[src/rtl/mu_dma_pkg.sv]
// Shared types for the MU DMA command scheduler: descriptor layout, engine
// FSM states and engine-type encodings.
package mu_dma_pkg;

    localparam logic DMA_T_WR = 1'b0;
    localparam logic DMA_T_RD = 1'b1;

    typedef enum logic [1:0] {
        ST_IDLE,
        ST_REQ,
        ST_BUSY
    } eng_st_t;

    typedef struct packed {
        logic [31:0] addr;
        logic [31:0] len;
        logic [31:0] num;
        logic [31:0] inc;
        logic [31:0] resp_addr;
    } dma_fields_t;

    typedef struct packed {
        logic        typ;
        dma_fields_t f;
    } dma_desc_t;

endpackage

[src/rtl/mu_dma_cmd_fifo.sv]
// In-order descriptor queue for the DMA scheduler. A flush empties it in one
// cycle and takes priority over any push/pop in that cycle.
module mu_dma_cmd_fifo
    import mu_dma_pkg::*;
#(
    parameter int DEPTH = 4
) (
    input  logic      clk,
    input  logic      rst,
    input  logic      push,
    input  logic      pop,
    input  logic      flush,
    input  dma_desc_t din,
    output logic      full,
    output logic      empty,
    output dma_desc_t head
);

    localparam int AW = $clog2(DEPTH);

    dma_desc_t     mem [DEPTH];
    logic [AW-1:0] wptr;
    logic [AW-1:0] rptr;
    logic [AW:0]   cnt;
    logic          do_push;
    logic          do_pop;

    assign full    = (cnt == (AW+1)'(DEPTH));
    assign empty   = (cnt == '0);
    assign head    = mem[rptr];
    assign do_push = push && !full;
    assign do_pop  = pop && !empty;

    always_ff @(posedge clk) begin
        if (do_push) mem[wptr] <= din;
    end

    always_ff @(posedge clk or posedge rst) begin
        if (rst) begin
            wptr <= '0;
            rptr <= '0;
            cnt  <= '0;
        end else if (flush) begin
            wptr <= '0;
            rptr <= '0;
            cnt  <= '0;
        end else begin
            if (do_push) wptr <= wptr + 1'b1;
            if (do_pop)  rptr <= rptr + 1'b1;
            cnt <= cnt + (AW+1)'(do_push) - (AW+1)'(do_pop);
        end
    end

endmodule

[src/rtl/mu_dma_sched.sv]
// MU DMA command scheduler: in-order queue feeding the write/read DMA engines.
// Optional per-engine watchdog abort is built when MU_DMA_TIMEOUT_EN is defined.
module mu_dma_sched
    import mu_dma_pkg::*;
#(
    parameter int DEPTH       = 4,
    parameter int CNT_W       = 8,
    parameter int TIMEOUT_CYC = 65535
) (
    input  logic             clk,
    input  logic             rst,
    input  logic             cmd_valid,
    output logic             cmd_ready,
    input  logic             cmd_type,
    input  logic [31:0]      cmd_addr,
    input  logic [31:0]      cmd_len,
    input  logic [31:0]      cmd_num,
    input  logic [31:0]      cmd_inc,
    input  logic [31:0]      cmd_resp_addr,
    input  logic             flush,
    output logic             dma_wr_req,
    output logic [31:0]      dma_wr_reg_addr,
    output logic [31:0]      dma_wr_reg_len,
    output logic [31:0]      dma_wr_reg_num,
    output logic [31:0]      dma_wr_reg_inc,
    output logic [31:0]      dma_wr_resp_addr,
    input  logic             dma_wr_idle,
    output logic             dma_rd_req,
    output logic [31:0]      dma_rd_reg_addr,
    output logic [31:0]      dma_rd_reg_len,
    output logic [31:0]      dma_rd_reg_num,
    output logic [31:0]      dma_rd_reg_inc,
    output logic [31:0]      dma_rd_resp_addr,
    input  logic             dma_rd_idle,
    input  logic             irq_en,
    input  logic             irq_clr,
    output logic             interrupt,
    output logic [CNT_W-1:0] done_cnt,
    output logic             busy,
    output logic             err_wr,
    output logic             err_rd
);

    dma_desc_t         din;
    dma_desc_t         head;
    logic              full;
    logic              empty;
    logic              push;
    logic              disp;
    logic [1:0]        idle_in;
    logic [1:0]        st_idle;
    logic [1:0]        req_v;
    logic [1:0]        done_v;
    logic [1:0]        err_v;
    dma_fields_t [1:0] eng_desc;

    assign din       = '{typ: cmd_type,
                         f: '{addr: cmd_addr, len: cmd_len, num: cmd_num,
                              inc: cmd_inc, resp_addr: cmd_resp_addr}};
    assign cmd_ready = !full;
    // A descriptor offered during a flush cycle is dropped along with the queue.
    assign push      = cmd_valid && cmd_ready && !flush;
    assign disp      = !empty && !flush && st_idle[head.typ];

    mu_dma_cmd_fifo #(.DEPTH(DEPTH)) u_fifo (
        .clk   (clk),
        .rst   (rst),
        .push  (push),
        .pop   (disp),
        .flush (flush),
        .din   (din),
        .full  (full),
        .empty (empty),
        .head  (head)
    );

    assign idle_in[DMA_T_WR] = dma_wr_idle;
    assign idle_in[DMA_T_RD] = dma_rd_idle;

    for (genvar g = 0; g < 2; g++) begin : g_eng
        eng_st_t     st;
        eng_st_t     st_nxt;
        dma_fields_t cur;
        logic        go;
        logic        dn;
        logic        abort;

        assign go = disp && (head.typ == 1'(g));

        always_ff @(posedge clk or posedge rst) begin
            if (rst) begin
                st  <= ST_IDLE;
                cur <= '0;
            end else begin
                st <= st_nxt;
                if (go) cur <= head.f;
            end
        end

        always_comb begin
            st_nxt = st;
            dn     = 1'b0;
            case (st)
                ST_IDLE: if (go) st_nxt = ST_REQ;
                ST_REQ:  if (!idle_in[g]) st_nxt = ST_BUSY;
                ST_BUSY: if (idle_in[g]) begin
                    st_nxt = ST_IDLE;
                    dn     = 1'b1;
                end
                default: st_nxt = ST_IDLE;
            endcase
            // Watchdog abort overrides any normal transition and is never counted.
            if (abort) begin
                st_nxt = ST_IDLE;
                dn     = 1'b0;
            end
        end

`ifdef MU_DMA_TIMEOUT_EN
        localparam int TW = $clog2(TIMEOUT_CYC + 1);
        logic [TW-1:0] tcnt;
        logic          err;

        assign abort = (st != ST_IDLE) && (tcnt == TW'(TIMEOUT_CYC - 1));

        always_ff @(posedge clk or posedge rst) begin
            if (rst) begin
                tcnt <= '0;
                err  <= 1'b0;
            end else begin
                if (go)                 tcnt <= '0;
                else if (st != ST_IDLE) tcnt <= tcnt + 1'b1;
                if (abort)        err <= 1'b1;
                else if (irq_clr) err <= 1'b0;
            end
        end
        assign err_v[g] = err;
`else
        assign abort    = 1'b0;
        assign err_v[g] = 1'b0;
`endif

        assign st_idle[g]  = (st == ST_IDLE);
        assign req_v[g]    = (st == ST_REQ);
        assign done_v[g]   = dn;
        assign eng_desc[g] = cur;
    end

    assign dma_wr_req       = req_v[DMA_T_WR];
    assign dma_wr_reg_addr  = eng_desc[DMA_T_WR].addr;
    assign dma_wr_reg_len   = eng_desc[DMA_T_WR].len;
    assign dma_wr_reg_num   = eng_desc[DMA_T_WR].num;
    assign dma_wr_reg_inc   = eng_desc[DMA_T_WR].inc;
    assign dma_wr_resp_addr = eng_desc[DMA_T_WR].resp_addr;
    assign dma_rd_req       = req_v[DMA_T_RD];
    assign dma_rd_reg_addr  = eng_desc[DMA_T_RD].addr;
    assign dma_rd_reg_len   = eng_desc[DMA_T_RD].len;
    assign dma_rd_reg_num   = eng_desc[DMA_T_RD].num;
    assign dma_rd_reg_inc   = eng_desc[DMA_T_RD].inc;
    assign dma_rd_resp_addr = eng_desc[DMA_T_RD].resp_addr;
    assign err_wr           = err_v[DMA_T_WR];
    assign err_rd           = err_v[DMA_T_RD];

    assign busy = !empty || !st_idle[0] || !st_idle[1];

    logic [1:0]     ndone;
    logic [CNT_W:0] sum;
    logic           irq_src;

    assign ndone = {1'b0, done_v[0]} + {1'b0, done_v[1]};
    assign sum   = {1'b0, done_cnt} + (CNT_W+1)'(ndone);

`ifdef MU_DMA_TIMEOUT_EN
    assign irq_src = (done_cnt != '0) || err_wr || err_rd;
`else
    assign irq_src = (done_cnt != '0);
`endif

    always_ff @(posedge clk or posedge rst) begin
        if (rst) begin
            done_cnt  <= '0;
            interrupt <= 1'b0;
        end else begin
            if (irq_clr)        done_cnt <= CNT_W'(ndone);
            else if (sum[CNT_W]) done_cnt <= '1;
            else                 done_cnt <= sum[CNT_W-1:0];
            interrupt <= irq_en && irq_src;
        end
    end

endmodule
[config.mk]
export PLATFORM = sky130hd
export DESIGN_NAME = mu_dma_sched
export DESIGN_NICKNAME = d
export VERILOG_FILES = /design/src/rtl/mu_dma_pkg.sv /design/src/rtl/mu_dma_cmd_fifo.sv /design/src/rtl/mu_dma_sched.sv
export SDC_FILE = /design/constraint.sdc
export NUM_CORES = 1
export LEC_CHECK = 0
export CORE_MARGIN = 2
export CORE_UTILIZATION = 40
export CTS_CLUSTER_SIZE = 10
export DETAILED_ROUTE_END_ITERATION = 16
export HOLD_SLACK_MARGIN = 0.08
export PLACE_DENSITY_LB_ADDON = 0.3
export RECOVER_POWER = 50
export SETUP_SLACK_MARGIN = 0.1
export SYNTH_ARGS = -nofsm -noshare
export SYNTH_HDL_FRONTEND = slang
export SYNTH_SLANG_ARGS = --single-unit
export TNS_END_PERCENT = 10
[constraint.sdc]
create_clock -name clk -period 24.7 [get_ports clk]
set_clock_uncertainty 0.1 [all_clocks]
set_input_delay 3.705 -clock clk [delete_from_list [all_inputs] [get_ports clk]]
set_output_delay 3.705 -clock clk [all_outputs]
set_load 0.01 [all_outputs]
After elaboration in Yosys (flattened, before gate mapping)
Memories as Yosys holds them, arrays and structs flattened.
Index checks and enable logic that the tools add are counted.
{"block": "totals", "regBits": 340, "latchBits": 0, "ram_bits": 644, "rom_bits": 0, "inputBits": 169, "output_inout_bits": 335, "elab_cells": 84, "mem_count": 1}
{"block": "classes", "add_sub_neg": 6, "multipliers": 0, "div_mod_pow": 0, "n_lt_le_gt_ge": 1, "n_eq_ne": 11, "shifts": 0, "mux": 23, "n_bitwise": 1, "n_reduce_logical": 24}
{"memory": "u_fifo.mem", "words": 4, "width": 161, "read_ports": 1, "rd_clocked_by_memory_dff": 0, "write_ports": 1, "line": "mu_dma_cmd_fifo.sv:21", "rtl": "dma_desc_t mem [DEPTH];"}
{"operator": "$mux W2", "n": 10}
{"operator": "$mux W8", "n": 2}
{"operator": "$pmux W2 S3", "n": 2}
{"operator": "$add A8 B2 Y9", "n": 1}
{"operator": "$logic_and A1 B1 Y1", "n": 9}
{"operator": "$mux W1", "n": 8}
{"operator": "$ne A2 B2 Y1 const B", "n": 4}
{"operator": "$reduce_bool A8 Y1", "n": 1}
{"operator": "$reduce_and A3 Y1", "n": 2}
{"operator": "$logic_not A1 Y1", "n": 5}
{"operator": "$add A2 B1 Y2 const B", "n": 2}
{"operator": "$eq A2 B1 Y1 const B", "n": 2}
{"operator": "$eq A2 B2 Y1 const B", "n": 2}
{"operator": "$logic_not A2 Y1", "n": 2}
{"operator": "$ne A2 B1 Y1 const B", "n": 2}
{"operator": "$reduce_bool A2 Y1", "n": 2}
{"operator": "$add A3 B1 Y3", "n": 1}
{"operator": "$eq A3 B3 Y1 const B", "n": 1}
{"operator": "$logic_not A3 Y1", "n": 1}
{"operator": "$mux W3", "n": 1}
{"operator": "$sub A3 B1 Y3", "n": 1}
{"operator": "$add A1 B1 Y2", "n": 1}
{"operator": "$logic_or A1 B1 Y1", "n": 2}
{"operator": "$lt A1 B2 Y1 const B", "n": 1}
{"operator": "$not A1 Y1", "n": 1}

Longest topological paths before layout
{"block": "depth", "depth_word": 8, "ltp_mapped": 13, "ltp_nobuf": 12}

Cells and area by module
From an unflattened synthesis, not the netlist that was laid out.
{"block": "hier_totals", "cells_unflattened": 1647, "hier_area_um2": 36683.9}
{"module": "mu_dma_cmd_fifo", "n_inst": 1, "cells_each": 888, "area_per_inst_um2": 23646.4, "seq_area_each_um2": 19513.7}
{"module": "mu_dma_sched", "n_inst": 1, "cells_each": 759, "area_per_inst_um2": 13037.5, "seq_area_each_um2": 8333.0}

Worst setup path before layout
OpenSTA, ideal clock, no wires.
{"block": "synth_path", "path_kind": "input port to flip-flop", "start": "input flush", "end": "memory u_fifo.mem[0][0] (netlist name) (enable)", "setup_time_ps": 540, "arrival_ps": 7810, "required_time_ps": 24060, "slack_ps": 16250, "path_stages": 3, "path_buffers": 1, "path_cell_list": "clkbuf_1 nor2_1 and2_1"}
{"block": "synth_via", "elab_chain_len": 5}
{"item": "from (decl)", "line": "mu_dma_sched.sv:20", "rtl": "input logic flush,"}
{"item": "$logic_not A1 Y1", "line": "mu_dma_sched.sv:62", "rtl": "assign push = cmd_valid && cmd_ready && !flush;"}
{"item": "$logic_and A1 B1 Y1", "line": "mu_dma_sched.sv:62"}
{"item": "$logic_and A1 B1 Y1", "line": "mu_dma_cmd_fifo.sv:31", "rtl": "assign do_push = push && !full;"}
{"item": "$mux W1", "line": "mu_dma_cmd_fifo.sv:35", "rtl": "if (do_push) mem[wptr] <= din;"}
{"item": "$mux W1 (not written as such)", "line": "mu_dma_cmd_fifo.sv:35"}
{"item": "to (decl)", "line": "mu_dma_cmd_fifo.sv:21"}
Every way passes these cells.

Worst setup path in the final report
{"block": "layout_path", "start": "input flush", "end": "memory u_fifo.mem[2][57] (netlist name) (enable)"}
The elaborated chain is that of the path after synthesis.

==> impl_metrics.toml <==
[logic_synthesis]
synthSimpleGateAreaFrac_pct = 0.789
dominantRegCellSynth = "edfxtp_1"
synthesis.area_um2 = 36200
synthAdderAreaFrac_pct = 0.422
synth_top_family_by_area = "multiplexers"
ys_top_cells_by_count = "edfxtp_1, dfrtp_1, mux2_2"
synth_cell_types = 39
yosysSeqAreaShare_pct = 77.0
ys_top_cells_by_area = "edfxtp_1, dfrtp_1, mux4_2"
synth_area_per_cell_um2 = 22.0
synthXorXnorAreaFrac_pct = 0.170
synth_top_area_cell = "edfxtp_1"
synth_warnings = 0
async_flop_share_pct = 34.6
synthMuxAreaShare_pct = 20.2
synthCells = 1644
synth-edff-count = 644
synth_most_common_cell = "edfxtp_1"
ys_seq_elements = 984
yosysTopAreaCellShare_pct = 53.5
synth-compound-area-share_pct = 0.215

[place]
place_hpwl_um = 49300
io_buffers = 501
gp_congestion = 0.751
dp_cells = 3270

[route]
detail-route-antenna-nets = 0
totalWireLength_um = 78300
drc = 0
viasPerCell = 5.05
wl_per_cell_um = 22.4
drt_iter0_markers = 963
drt_first_pass_iters = 5
vias = 17600

[hold_path]
holdCritPathClass = "reg2reg"

[die]
die_area_um2 = 92800
fp.coreArea_um2 = 89700
row_count = 110
ioPinCount = 504
initial_core_util_pct = 40.3
die_h_um = 305
die_w_um = 305

[clock_tree]
cts_tree = "done"
clk_latency_ns = 0.66
cts_num_sinks = 984
ctsHoldBuffers = 0
clock_path_buffers = 3
cts_root_buf = "clkbuf_16"
htreeDepth = 3
cts_buffers = 110
cts.clk_slew.worst_paths_ns = 0.05
post_cts_resize_count = 0
postCtsSetupRepairBufs = 0

[worst_setup_path]
cp.arrival_ns = 8.71
crit_path_cell_trace = "dlygate4sd3_1 -> nor2_1 -> and2_0 -> buf_4"
cp_max_fo = 56
startpoint_type = "primary input"
crit_path_end_kind = "flip-flop"
crit_required_ns = 24.88
critPathMaxStageDelay_ns = 2.86
criticalPathCategory = "in2reg"
path_buf_inv = 2
slowest_stage = "and2_0"
path_delay_family = "simple AND/OR/NAND/NOR gates"

[flow_run]
cap_violations = 6

[timing]
finalHoldViolCount = 0
slew_violations = 354
min_period_ns = 8.53
rsz0062_at_grt = "no"
max-slew-margin-rel_pct = -290
setup_viol = 0
finalCritPeriodShare_pct = 34.5
worst_slew_pin_slew_ns = 5.82
max_freq_mhz = 117
fin_setup_tns_ns = 0

[power]
powerDensity_nw_per_um2 = 117
power.total_uw = 5340
p_leak_uw = 0.0162
ir_drop_uv = 60.8

[global_route]
grt_usage_pct = 16.9
antenna_found_initial = 37
grt_overflow = 0
grt_pass1_wl_um = 120000
grt_max_degree = 142
grt_pass1_vias = 19100

[finish]
area_delta_synth_final_pct = 26.4
finalNonFillerCells = 3487
fillers = 7157
fin_nets = 2386
largest_reg_flops = 644
top_register = "u_fifo.mem"
drive_above_1_share_pct = 24.5

[outcome]
status = "finished, violations left"
violations = "max-capacitance violations, max-slew violations"
path summary, 6_finish.rpt:
| path | depth (start not counted) | startpoint | slack [ns] | to |
|---|---|---|---|---|
| hold reg to reg | 1 | dma_wr_resp_addr[29] | 0.38 | dma_wr_resp_addr[29] |
| hold / removal | 1 | dma_wr_resp_addr[29] | 0.38 | dma_wr_resp_addr[29] |
| setup / recovery | 4 | flush | 16.17 | u_fifo.mem[2][57] |
| min in group asynchronous | 2 | rst | 5.21 | dma_rd_reg_len[20] |
| setup reg to reg | 5 | u_fifo.cnt[2] | 19.18 | u_fifo.mem[2][57] |
| max in group asynchronous | 3 | rst | 16.37 | dma_wr_reg_num[0] |
kinds of logic (layout without fill, tap and decap cells):
| logic type | Yosys count | in the layout |
|---|---|---|
| buf+inv | 84 | 740 |
| fa+ha+maj | 11 | 11 |
| flops | 984 | 984 |
| simple gates | 56 | 56 |
| xor+xnor | 7 | 7 |
| mux | 489 | 489 |
| compound gates | 12 | 12 |
| other cells | 1 | 12 |
area by class of cell:
cell class / count / area [um^2] / share of cell area (%)
Antenna cell: 10 / 25.0 / 0.0547
Clock buffer: 200 / 3160 / 6.92
Clock inverter: 7 / 97.6 / 0.213
Inverter: 11 / 42.5 / 0.0931
Multi-Input combinational cell: 577 / 7880 / 17.2
Sequential cell: 984 / 27900 / 60.9
Tap cell: 1176 / 1470 / 3.22
Timing Repair Buffer: 522 / 5180 / 11.3
routing by layer:
metal / share of wire [%] / up-vias / global-route usage (%) / wire, um
met2: 50 / 500 / 28.5 / 39400
met3: 7.0 / 127 / 5.27 / 5480
met4: 1.7 / 38 / 4.64 / 1320
met5: 0.31 / - / 0 / 241
met1: 41 / 9259 / 21.2 / 31900
li1: - / 7697 / - / -
where the power goes:
group / switching (uW) / internal, uW / total (uW)
sequential: 191 / 2110 / 2300
clock: 612 / 858 / 1470
combinational: 666 / 900 / 1570
total: 1470 / 3870 / 5340
cells in the final DEF, fill, tap and decap left out, drive strengths merged, types with 3 or more instances in the layout:
cell type | Yosys | final
nor2 | 18 | 18
ha | 9 | 9
mux4 | 160 | 160
buf | 54 | 20
clkinv | 0 | 3
nand3 | 6 | 6
mux2 | 321 | 321
nand2 | 11 | 11
diode | 0 | 10
edfxtp | 644 | 644
clkdlybuf4s50 | 0 | 226
nor2b | 3 | 3
a21oi | 3 | 3
mux2i | 8 | 8
dlygate4sd3 | 0 | 275
nor3 | 4 | 4
xor2 | 3 | 3
clkbuf | 19 | 201
inv | 11 | 14
xnor2 | 4 | 4
and2 | 4 | 4
dfrtp | 340 | 340
nor4 | 3 | 3
through the flow:
step	utilization (%)	hold slack [ns]	setup WS, ns	instance area [um^2]
finish	50.9	0.376	16.17	45700
global placement	47.3	0.367	17.75	42500
floorplan	-	0.425	11.47	36200
detailed placement	47.3	0.374	17.70	42500
CTS	51.0	0.386	18.40	45700
global route	50.9	0.389	15.37	45700
(Power assumes the default switching activity.)
